`config.mk`:
```
export PLATFORM = sky130hd
export DESIGN_NAME = shift_out16_tx
export DESIGN_NICKNAME = d
export VERILOG_FILES = /design/src/rtl/shift_pkg.sv /design/src/rtl/shift_hold_reg.sv /design/src/rtl/shift_out16_tx.sv
export SDC_FILE = /design/constraint.sdc
export NUM_CORES = 1
export LEC_CHECK = 0
export ABC_CLOCK_PERIOD_IN_PS = 2350
export BUFFER_PORTS_ARGS = -buffer_cell sky130_fd_sc_hd__buf_2
export CORE_UTILIZATION = 50
export CTS_CLUSTER_DIAMETER = 150
export DETAILED_ROUTE_END_ITERATION = 6
export PLACE_DENSITY_LB_ADDON = 0.12
export SYNTH_ARGS = -nofsm -noshare
export SYNTH_HDL_FRONTEND = slang
export SYNTH_SLANG_ARGS = --single-unit
```
`constraint.sdc`:
```
create_clock -name shift_clk -period 2.35 [get_ports shift_clk]
set_input_delay 0.235 -clock shift_clk [delete_from_list [all_inputs] [get_ports shift_clk]]
set_output_delay 0.235 -clock shift_clk [all_outputs]
set_load 0.02 [all_outputs]
```
`src/rtl/shift_pkg.sv`:
```
// ============================================================================
//  Module      : shift_pkg
//  Description : Shared types and defaults for the shift/latch serial link.
//  Revision    : 1.0 - initial release
// ============================================================================
`default_nettype none

package shift_pkg;

    typedef enum logic [1:0] {
        IDLE  = 2'd0,
        SHIFT = 2'd1,
        LATCH = 2'd2
    } shift_state_t;

    localparam int SHIFT_WIDTH_DEFAULT = 16;

endpackage

`default_nettype wire

```
`src/rtl/shift_hold_reg.sv`:
```
// ============================================================================
//  Module      : shift_hold_reg
//  Description : One-entry valid/ready holding register, drained by the FSM.
//  Revision    : 1.0 - initial release
// ============================================================================
`default_nettype none

module shift_hold_reg
    import shift_pkg::*;
#(
    parameter int WIDTH = SHIFT_WIDTH_DEFAULT
) (
    input  logic             shift_clk,
    input  logic             nreset,
    input  logic [WIDTH-1:0] in_data,
    input  logic             in_valid,
    output logic             in_ready,
    input  logic             drain,
    output logic [WIDTH-1:0] hold_data,
    output logic             hold_valid
);

    // Accept only while empty, so a full register is never overwritten.
    always_ff @(posedge shift_clk) begin
        if (!nreset) begin
            hold_valid <= 1'b0;
            hold_data  <= '0;
        end else if (in_valid && !hold_valid) begin
            hold_valid <= 1'b1;
            hold_data  <= in_data;
        end else if (drain) begin
            hold_valid <= 1'b0;
        end
    end

    assign in_ready = ~hold_valid;

endmodule

`default_nettype wire

```
`src/rtl/shift_out16_tx.sv`:
```
// ============================================================================
//  Module      : shift_out16_tx
//  Description : MSB-first serial transmitter for the data/clock/latch link.
//                Optional auto-refresh of the last word: SHIFT_OUT16_REPEAT_EN.
//  Revision    : 1.0 - initial release
// ============================================================================
`default_nettype none

module shift_out16_tx
    import shift_pkg::*;
#(
    parameter int WIDTH        = SHIFT_WIDTH_DEFAULT,
    parameter int LATCH_CYCLES = 1
) (
    input  logic             shift_clk,
    input  logic             nreset,
    input  logic [WIDTH-1:0] in_data,
    input  logic             in_valid,
    output logic             in_ready,
    output logic             busy,
    output logic             frame_done,
    output logic             sout_data,
    output logic             sout_clk,
    output logic             sout_latch
);

    localparam int CNT_W = (WIDTH > 1) ? $clog2(WIDTH) : 1;
    localparam int LAT_W = (LATCH_CYCLES > 1) ? $clog2(LATCH_CYCLES) : 1;
    localparam logic [CNT_W-1:0] CNT_LAST = CNT_W'(WIDTH - 1);
    localparam logic [LAT_W-1:0] LAT_LAST = LAT_W'(LATCH_CYCLES - 1);

    shift_state_t     state;
    logic [WIDTH-1:0] shreg;
    logic [CNT_W-1:0] cnt;
    logic [LAT_W-1:0] lat_cnt;
    logic             shift_en;

    logic             hold_valid;
    logic [WIDTH-1:0] hold_data;
    logic             drain;
    logic             frame_end;
    logic             load_now;
    logic [WIDTH-1:0] load_word;

`ifdef SHIFT_OUT16_REPEAT_EN
    logic [WIDTH-1:0] last_word;
    logic             sent;
`endif

    shift_hold_reg #(
        .WIDTH (WIDTH)
    ) u_hold (
        .shift_clk  (shift_clk),
        .nreset     (nreset),
        .in_data    (in_data),
        .in_valid   (in_valid),
        .in_ready   (in_ready),
        .drain      (drain),
        .hold_data  (hold_data),
        .hold_valid (hold_valid)
    );

    // A waiting word always wins over a refresh at the frame boundary.
    always_comb begin
        frame_end = (state == LATCH) && (lat_cnt == '0);
        drain     = hold_valid && ((state == IDLE) || frame_end);
        load_now  = drain;
        load_word = hold_data;
`ifdef SHIFT_OUT16_REPEAT_EN
        if (!hold_valid && frame_end && sent) begin
            load_now  = 1'b1;
            load_word = last_word;
        end
`endif
    end

    always_ff @(posedge shift_clk) begin
        if (!nreset) begin
            state      <= IDLE;
            shreg      <= '0;
            cnt        <= '0;
            lat_cnt    <= '0;
            shift_en   <= 1'b0;
            sout_data  <= 1'b0;
            sout_latch <= 1'b0;
            frame_done <= 1'b0;
`ifdef SHIFT_OUT16_REPEAT_EN
            last_word  <= '0;
            sent       <= 1'b0;
`endif
        end else if (load_now) begin
            // MSB goes straight to the pin; shreg holds the remaining bits.
            state      <= SHIFT;
            shreg      <= {load_word[WIDTH-2:0], 1'b0};
            cnt        <= CNT_LAST;
            shift_en   <= 1'b1;
            sout_data  <= load_word[WIDTH-1];
            sout_latch <= 1'b0;
            frame_done <= 1'b0;
`ifdef SHIFT_OUT16_REPEAT_EN
            last_word  <= load_word;
            sent       <= 1'b1;
`endif
        end else begin
            case (state)
                SHIFT: begin
                    if (cnt == '0) begin
                        state      <= LATCH;
                        shift_en   <= 1'b0;
                        sout_data  <= 1'b0;
                        sout_latch <= 1'b1;
                        lat_cnt    <= LAT_LAST;
                        frame_done <= (LAT_LAST == '0);
                    end else begin
                        shreg     <= {shreg[WIDTH-2:0], 1'b0};
                        sout_data <= shreg[WIDTH-1];
                        cnt       <= cnt - 1'b1;
                    end
                end
                LATCH: begin
                    if (lat_cnt == '0) begin
                        state      <= IDLE;
                        sout_latch <= 1'b0;
                        frame_done <= 1'b0;
                    end else begin
                        lat_cnt    <= lat_cnt - 1'b1;
                        frame_done <= (lat_cnt == LAT_W'(1));
                    end
                end
                default: begin
                    state      <= IDLE;
                    shift_en   <= 1'b0;
                    sout_data  <= 1'b0;
                    sout_latch <= 1'b0;
                    frame_done <= 1'b0;
                end
            endcase
        end
    end

    // shift_en only moves while shift_clk is high, so the gated clock cannot glitch.
    assign sout_clk = ~shift_clk & shift_en;
    assign busy     = (state != IDLE) | hold_valid;

endmodule

`default_nettype wire

```
Word level (Yosys, flattened, before mapping)
Cells that the tools add are included.
- register bits: 43
- input port bits: 19
- output and inout bits: 6
- word-level logic and storage cells: 70
- $add $sub $neg: 2
- equal/unequal tests: 8
- muxes and demuxes: 25
- bitwise gates (word level): 7
- reduce and logical (&&, ||, !) cells: 17
- operators with widths (cell ; number):
    16-bit two-way mux ; 3
    4-bit two-way mux ; 3
    1-bit two-way mux ; 11
    1-bit case mux with 2 select lines ; 5
    2-bit inequality test (second input constant) ; 4
    2-bit AND reduction ; 4
    2-bit nonzero test ; 4
    3-bit inequality test (second input constant) ; 2
    1-bit NOT ; 5
    4-bit zero test ; 1
    2-bit two-way mux ; 2
    2-bit case mux with 2 select lines ; 1
    4-bit by 1-bit subtractor with 4-bit output (second input constant) ; 1
    1-bit logical AND ; 3
    3-bit AND reduction ; 1
    2-bit by 1-bit equality test with 1-bit output (second input constant) ; 1
    2-bit equality test (second input constant) ; 1
    2-bit zero test ; 1
    2-bit OR reduction ; 1
    1-bit AND ; 1
    1-bit zero test ; 1
    1-bit logical OR ; 1
    1-bit bitwise OR ; 1
    1-bit subtractor (second input constant) ; 1

Longest topological paths before layout
Gate-level depths: netlist (run 1).
- word-level depth: 6
- mapped depth: 6
- gate-level depth less buffers: 5

Cells and area by module
A second synthesis (run 1) with hierarchy kept.
- cells, all modules: 202
- area, all modules: 1801.7 um2
- modules (own cells, without submodules) (module ; instances ; cells an instance ; area an instance (um2)):
    shift_out16_tx ; 1 ; 127 ; 1106.1
    shift_hold_reg ; 1 ; 75 ; 695.7

==> flow_summary.json, run 1 <==
{
  "outcome": "complete, no violations",
  "die_w_um": 61.6,
  "die_h_um": 61.6,
  "final_util_pct": 61.0,
  "worstSetupPathType": "clock port to output pin",
  "via_per_inst": 5.38,
  "synth.avg_cell_area_um2": 8.65,
  "path_cells": "clkbuf_4 -> clkbuf_4 -> nor2b_1 -> buf_2",
  "worst-path-stages": 4,
  "hold_violations": 0,
  "cp_max_fo": 2,
  "ctsHoldBuffers": 3,
  "yosysTopAreaCell": "dfxtp_1",
  "critPathCaptureType": "output pin",
  "tightest_slew_ps": 970,
  "critPathMaxStageDelay_ps": 160,
  "startpoint_type": "clock port",
  "setup.worst_path.start": "shift_clk",
  "fillers": 308,
  "drv_cap": 0,
  "rsz0062_at_grt": "no",
  "track_usage_pct": 23.1,
  "syn-num-nets": 225,
  "ys_ff_latch": 40,
  "cts_setup_buffers": 0,
  "syn_inst": 205,
  "post_drt_wl_per_cell_um": 13.3,
  "regToRegStartpoint": "cnt[0]",
  "crit_buf_inv": 3,
  "start_util_pct": 52.8,
  "cp-endpoint": "sout_clk",
  "fin_skew_ps": 2.19,
  "grt-ovfl-total": 0,
  "irDropWorstVdd_mv": 0.402,
  "fin_tns_setup_ps": 0,
  "antenna_found_initial": 0,
  "cpMaxStageDelayCell": "buf_2",
  "gp_congestion": 0.763,
  "final.setup.worst_slack_ps": 464,
  "dr.pass1.iters": 4,
  "io_pins": 25,
  "dpl.hpwl_mm": 2.42,
  "fin_hold_ws_ps": 35.0,
  "dieArea_um2": 3790,
  "ff2ff_setup_slack_ps": 540,
  "min_path_type": "primary input to register",
  "clk_latency_ps": 450,
  "postRouteAntennaNets": 0,
  "core_um2": 3360,
  "ys_seq_area_share_pct": 45.1,
  "pre_cts_ws_ps": 561,
  "cts.clk_slew.worst_paths_ps": 110,
  "drt-initial-drc-count": 134,
  "grt_pass1_vias": 1374,
  "slew_violations": 0,
  "diodes": 0,
  "synth_cell_types": 34,
  "cts_tree": "yes",
  "drcViolationCount": 0,
  "power.density_nw_per_um2": 698,
  "yosys_warnings": 0,
  "cts_resized": 0,
  "syn_area_um2": 1770,
  "io_buffers": 24,
  "setup_violations": 0,
  "nNetsFinal": 257,
  "rows": 21,
  "reg2reg_depth": 5,
  "area_growth_pct": 15.7,
  "synth_top_cell_area_share_pct": 45.1,
  "crit_family": "buffers and inverters",
  "drive_above_1_share_pct": 20.3,
  "slew_headroom_pct": 35.2,
  "critical_path_required_ps": 2120,
  "drt_wl_total_mm": 3.76,
  "power_leakage_uw": 0.000787,
  "vias": 1523,
  "final_cell_mix": "dfxtp_1 (40), nand2_1 (35), buf_2 (24), a21oi_1 (19), nor3_1 (16)",
  "cpMostUsedCell": "clkbuf_4",
  "grt_pass1_wl_mm": 6.06,
  "grt_max_degree": 23,
  "crit_arrival_ps": 1650,
  "synthTopCellsByArea": "dfxtp_1 (45%), nand2_1 (7.4%), a211oi_2 (7.1%), a21oi_1 (5.4%), nor3_1 (4.5%)",
  "final_common_cell": "dfxtp_1",
  "rr_endpoint": "cnt[3]"
}
-- registers in the layout (all words and copies together) (netlist names) --
signal and count:
cnt 4, shift_en 1, shreg 15, sout_data 1, sout_latch 1, state 1
u_hold.hold_data 16, u_hold.hold_valid 1
-- area by class of cell --
| type | instances | area, um^2 | area share [%] |
|---|---|---|---|
| timing repair buffer | 39 | 273 | 13.3 |
| clock buffer | 10 | 68.8 | 3.35 |
| clock inverter | 1 | 5.00 | 0.244 |
| inverter | 6 | 22.5 | 1.10 |
| sequential | 40 | 801 | 39.0 |
| multi-input combinational | 141 | 826 | 40.2 |
| tap | 46 | 57.6 | 2.80 |
-- worst min-delay path by stage --
stage               startpoint             endpoint  slack (ps)  cells after the start
floorplan            shift_clk             sout_clk         310                      1
global placement     shift_clk             sout_clk         400                      2
detailed placement   shift_clk             sout_clk         400                      2
CTS                 in_data[5]  u_hold.hold_data[5]         0.2                      3
global route        in_data[9]  u_hold.hold_data[9]          20                      3
finish              in_data[9]  u_hold.hold_data[9]          30                      3
-- layer usage --
metal / global-route usage, % / wire [um] / vias to the layer above / share of wire, %
li1: - / - / 770 / -
met1: 28.8 / 1750 / 714 / 46
met2: 34.3 / 1830 / 32 / 49
met3: 9.03 / 117 / 7 / 3.1
met4: 12.1 / 63 / 0 / 1.7
met5: 0 / 0 / - / 0
-- kinds of logic after synthesis --
group | synth area share [%]
and+or+nand+nor | 21.9
AOI/OAI and AO/OA | 23.3
DFF | 45.1
buffers and inverters | 8.32
muxes | 0.564
adders and majority gates | 0.705
-- synth_stat cells --
cell type   n
nor2b_1     3
and2b_2     1
a21oi_1    19
clkbuf_1    4
o21ai_1     1
nor2_1     15
buf_4       5
nor3b_4     1
nand4b_1    1
nand2_1    35
or3b_4      1
o32ai_1     1
ha_1        1
nand2b_1    3
o311a_1     2
o21ai_0    15
inv_1       6
dfxtp_1    40
o211a_1     1
mux2i_1     1
o31a_1      1
a31oi_1     2
nor3_1     16
buf_12      1
a311oi_1    1
a211oi_2   10
o211ai_1    1
clkbuf_2    1
buf_6       2
a211oi_1    5
nand3_1     2
nand2_8     1
or3_1       1
buf_2       5
-- report_power, final --
part | leakage, uW | switching [uW] | total, uW | internal, uW
Clock | 0.0000497 | 221 | 388 | 167
Combinational | 0.000409 | 159 | 274 | 116
Sequential | 0.000329 | 38.5 | 771 | 733
Total | 0.000787 | 418 | 1430 | 1020
-- worst reg2reg max path: stages (launching register included) --
cell	delay, ps
dfxtp_1	360
inv_1	70
ha_1	200
nor3b_4	610
nor2_1	150
o311a_1	320
-- metrics by stage --
step / std cells / power (uW) / instance area [um^2]
6_report: 283 / 1430 / 2050
5_1_grt: 283 / 1530 / 2050
4_1_cts: 271 / 1430 / 1930
3_5_place_dp: 258 / 1040 / 1830
3_3_place_gp: 258 / 1030 / 1830
2_1_floorplan: 205 / 1000 / 1770
No activity file was read; power rests on OpenSTA's default activity.
==> run 2: changes to the inputs <==
--- a/config.mk
+++ b/config.mk
@@ -5,7 +5,7 @@
 export SDC_FILE = /design/constraint.sdc
 export NUM_CORES = 1
 export LEC_CHECK = 0
-export ABC_CLOCK_PERIOD_IN_PS = 2350
+export ABC_CLOCK_PERIOD_IN_PS = 1600
 export BUFFER_PORTS_ARGS = -buffer_cell sky130_fd_sc_hd__buf_2
 export CORE_UTILIZATION = 50
 export CTS_CLUSTER_DIAMETER = 150
==> constraint.sdc (replaced) <==
create_clock -name shift_clk -period 1.6 [get_ports shift_clk]
set_input_delay 0.16 -clock shift_clk [delete_from_list [all_inputs] [get_ports shift_clk]]
set_output_delay 0.16 -clock shift_clk [all_outputs]
set_load 0.02 [all_outputs]
==> run 2 against run 1 <==
Against the previous run:
- total power increased by 56%
- largest power group unchanged
- count of clock-buffer cells in the layout up 1
- routed wire length is 1.9% higher
- die area did not move
- via count increased by 1.8%
==> flow_summary.json, run 2 (same netlist as run 1, synthesis figures left out) <==
{
  "tightest_slew_ps": 702,
  "final_util_pct": 63.6,
  "critPathMaxStageDelay_ps": 390,
  "final_cell_mix": "dfxtp_1 (39), nand2_1 (35), buf_2 (24), a21oi_1 (19)",
  "worst-path-stages": 2,
  "power_leakage_uw": 0.000826,
  "cts.clk_slew.worst_paths_ps": 110,
  "crit_arrival_ps": 1380,
  "grt-ovfl-total": 0,
  "cp_max_fo": 8,
  "fin_skew_ps": 4.25,
  "grt_pass1_wl_mm": 6.24,
  "via_per_inst": 5.39,
  "io_pins": 25,
  "die_w_um": 61.6,
  "fin_tns_setup_ps": 0,
  "min_path_type": "primary input to register",
  "irDropWorstVdd_mv": 0.539,
  "final_common_cell": "dfxtp_1",
  "dr.pass1.iters": 4,
  "grt_pass1_vias": 1390,
  "cts_tree": "yes",
  "clk_latency_ps": 450,
  "gp_congestion": 0.747,
  "fin_crit_sh_pct": 96.1,
  "track_usage_pct": 22.9,
  "fin_hold_ws_ps": 74.7,
  "dpl.hpwl_mm": 2.42,
  "critical_path_required_ps": 1440,
  "postRouteAntennaNets": 0,
  "hold_violations": 0,
  "drt_wl_total_mm": 3.83,
  "power.density_nw_per_um2": 1040,
  "setup_violations": 0,
  "drcViolationCount": 0,
  "finalCriticalPeriod_ps": 1540,
  "total_power_uw": 2230,
  "min_path_cells": 2,
  "die_h_um": 61.6,
  "regMostFlops": "u_hold.hold_data",
  "dieArea_um2": 3790,
  "startpoint_type": "register",
  "vias": 1551,
  "outcome": "complete, no violations",
  "worstSetupPathType": "register to output pin",
  "core_um2": 3360,
  "drv_cap": 0,
  "drive_above_1_share_pct": 23.1,
  "path_cells": "or3_1 -> buf_2",
  "rows": 21,
  "largest_reg_flops": 16,
  "grt_max_degree": 23,
  "antenna_found_initial": 0,
  "io_buffers": 24,
  "nNetsFinal": 262,
  "area_growth_pct": 20.5,
  "start_util_pct": 52.8,
  "slew_violations": 0,
  "crit_buf_inv": 1,
  "drt-initial-drc-count": 50,
  "diodes": 0,
  "reg_top3": "u_hold.hold_data (16), shreg (15), cnt (4)",
  "post_drt_wl_per_cell_um": 13.3,
  "reg2reg_depth": 5,
  "crit_family": "flip-flops",
  "timing.fmax_mhz": 650,
  "slew_headroom_pct": 53.1,
  "critPathCaptureType": "output pin",
  "fillers": 318,
  "cpMaxStageDelayCell": "dfxtp_1"
}
[run 2: changes by cell type in the layout (fill, tap and decap cells not counted), sizes merged]
cell         before  now
buf              25   29
clkbuf            9   10
clkinv            1    0
dlygate4sd3      15   16
[run 2: area by class of cell]
cell class / instances / area (um^2) / area share (%)
Multi-Input combinational cell: 141 / 835 / 39.0
Inverter: 6 / 22.5 / 1.05
Tap cell: 46 / 57.6 / 2.69
Sequential cell: 40 / 802 / 37.5
Timing Repair Buffer: 44 / 329 / 15.4
Clock buffer: 11 / 92.6 / 4.33
[run 2: stage by stage]
| step | instance area (um^2) | cells | setup WS [ps] |
|---|---|---|---|
| floorplan | 1770 | 205 | 194 |
| global placement | 1880 | 262 | 151 |
| detailed placement | 1880 | 262 | 91.5 |
| CTS | 2120 | 288 | 51.0 |
| global route | 2140 | 288 | -10.5 |
| finish | 2140 | 288 | 61.9 |
[run 2: path summary, 6_finish.rpt]
kind	start	slack (ps)	end
min	nreset	70	cnt[1]
min reg2reg	u_hold.hold_data[1]	460	u_hold.hold_data[1]
max	state[0]	60	busy
max reg2reg	cnt[0]	80	cnt[0]
[run 2: power breakdown]
| part | total [uW] | internal, uW | leakage [uW] | switching, uW |
|---|---|---|---|---|
| logic | 436 | 196 | 0.000438 | 240 |
| registers | 1140 | 1080 | 0.000329 | 58.3 |
| clock network | 663 | 333 | 0.0000590 | 331 |
[run 2: routing by layer]
metal,GRT usage (%),vias to the layer above,part of all wire [%]
li1,-,784,-
met1,29.5,718,45
met5,0,-,0
met4,14.0,0,2.7
met3,5.25,11,3.3
met2,34.9,38,49
[run 2: timing repair]
item | 4_1_cts | 5_1_grt
buffers inserted | 0 | 0
endpoints found under the setup margin | 0 | 20
resized for setup | 0 | 4
endpoints found under the hold margin | 16 | 0
hold buffers | 16 | 0
[run 2: worst reg2reg max path, cell delays in order, from the launching register on]
cell and delay [ps]:
dfxtp_1 360, inv_1 70, ha_1 200, or3b_4 460
a211oi_2 230, a211oi_1 70
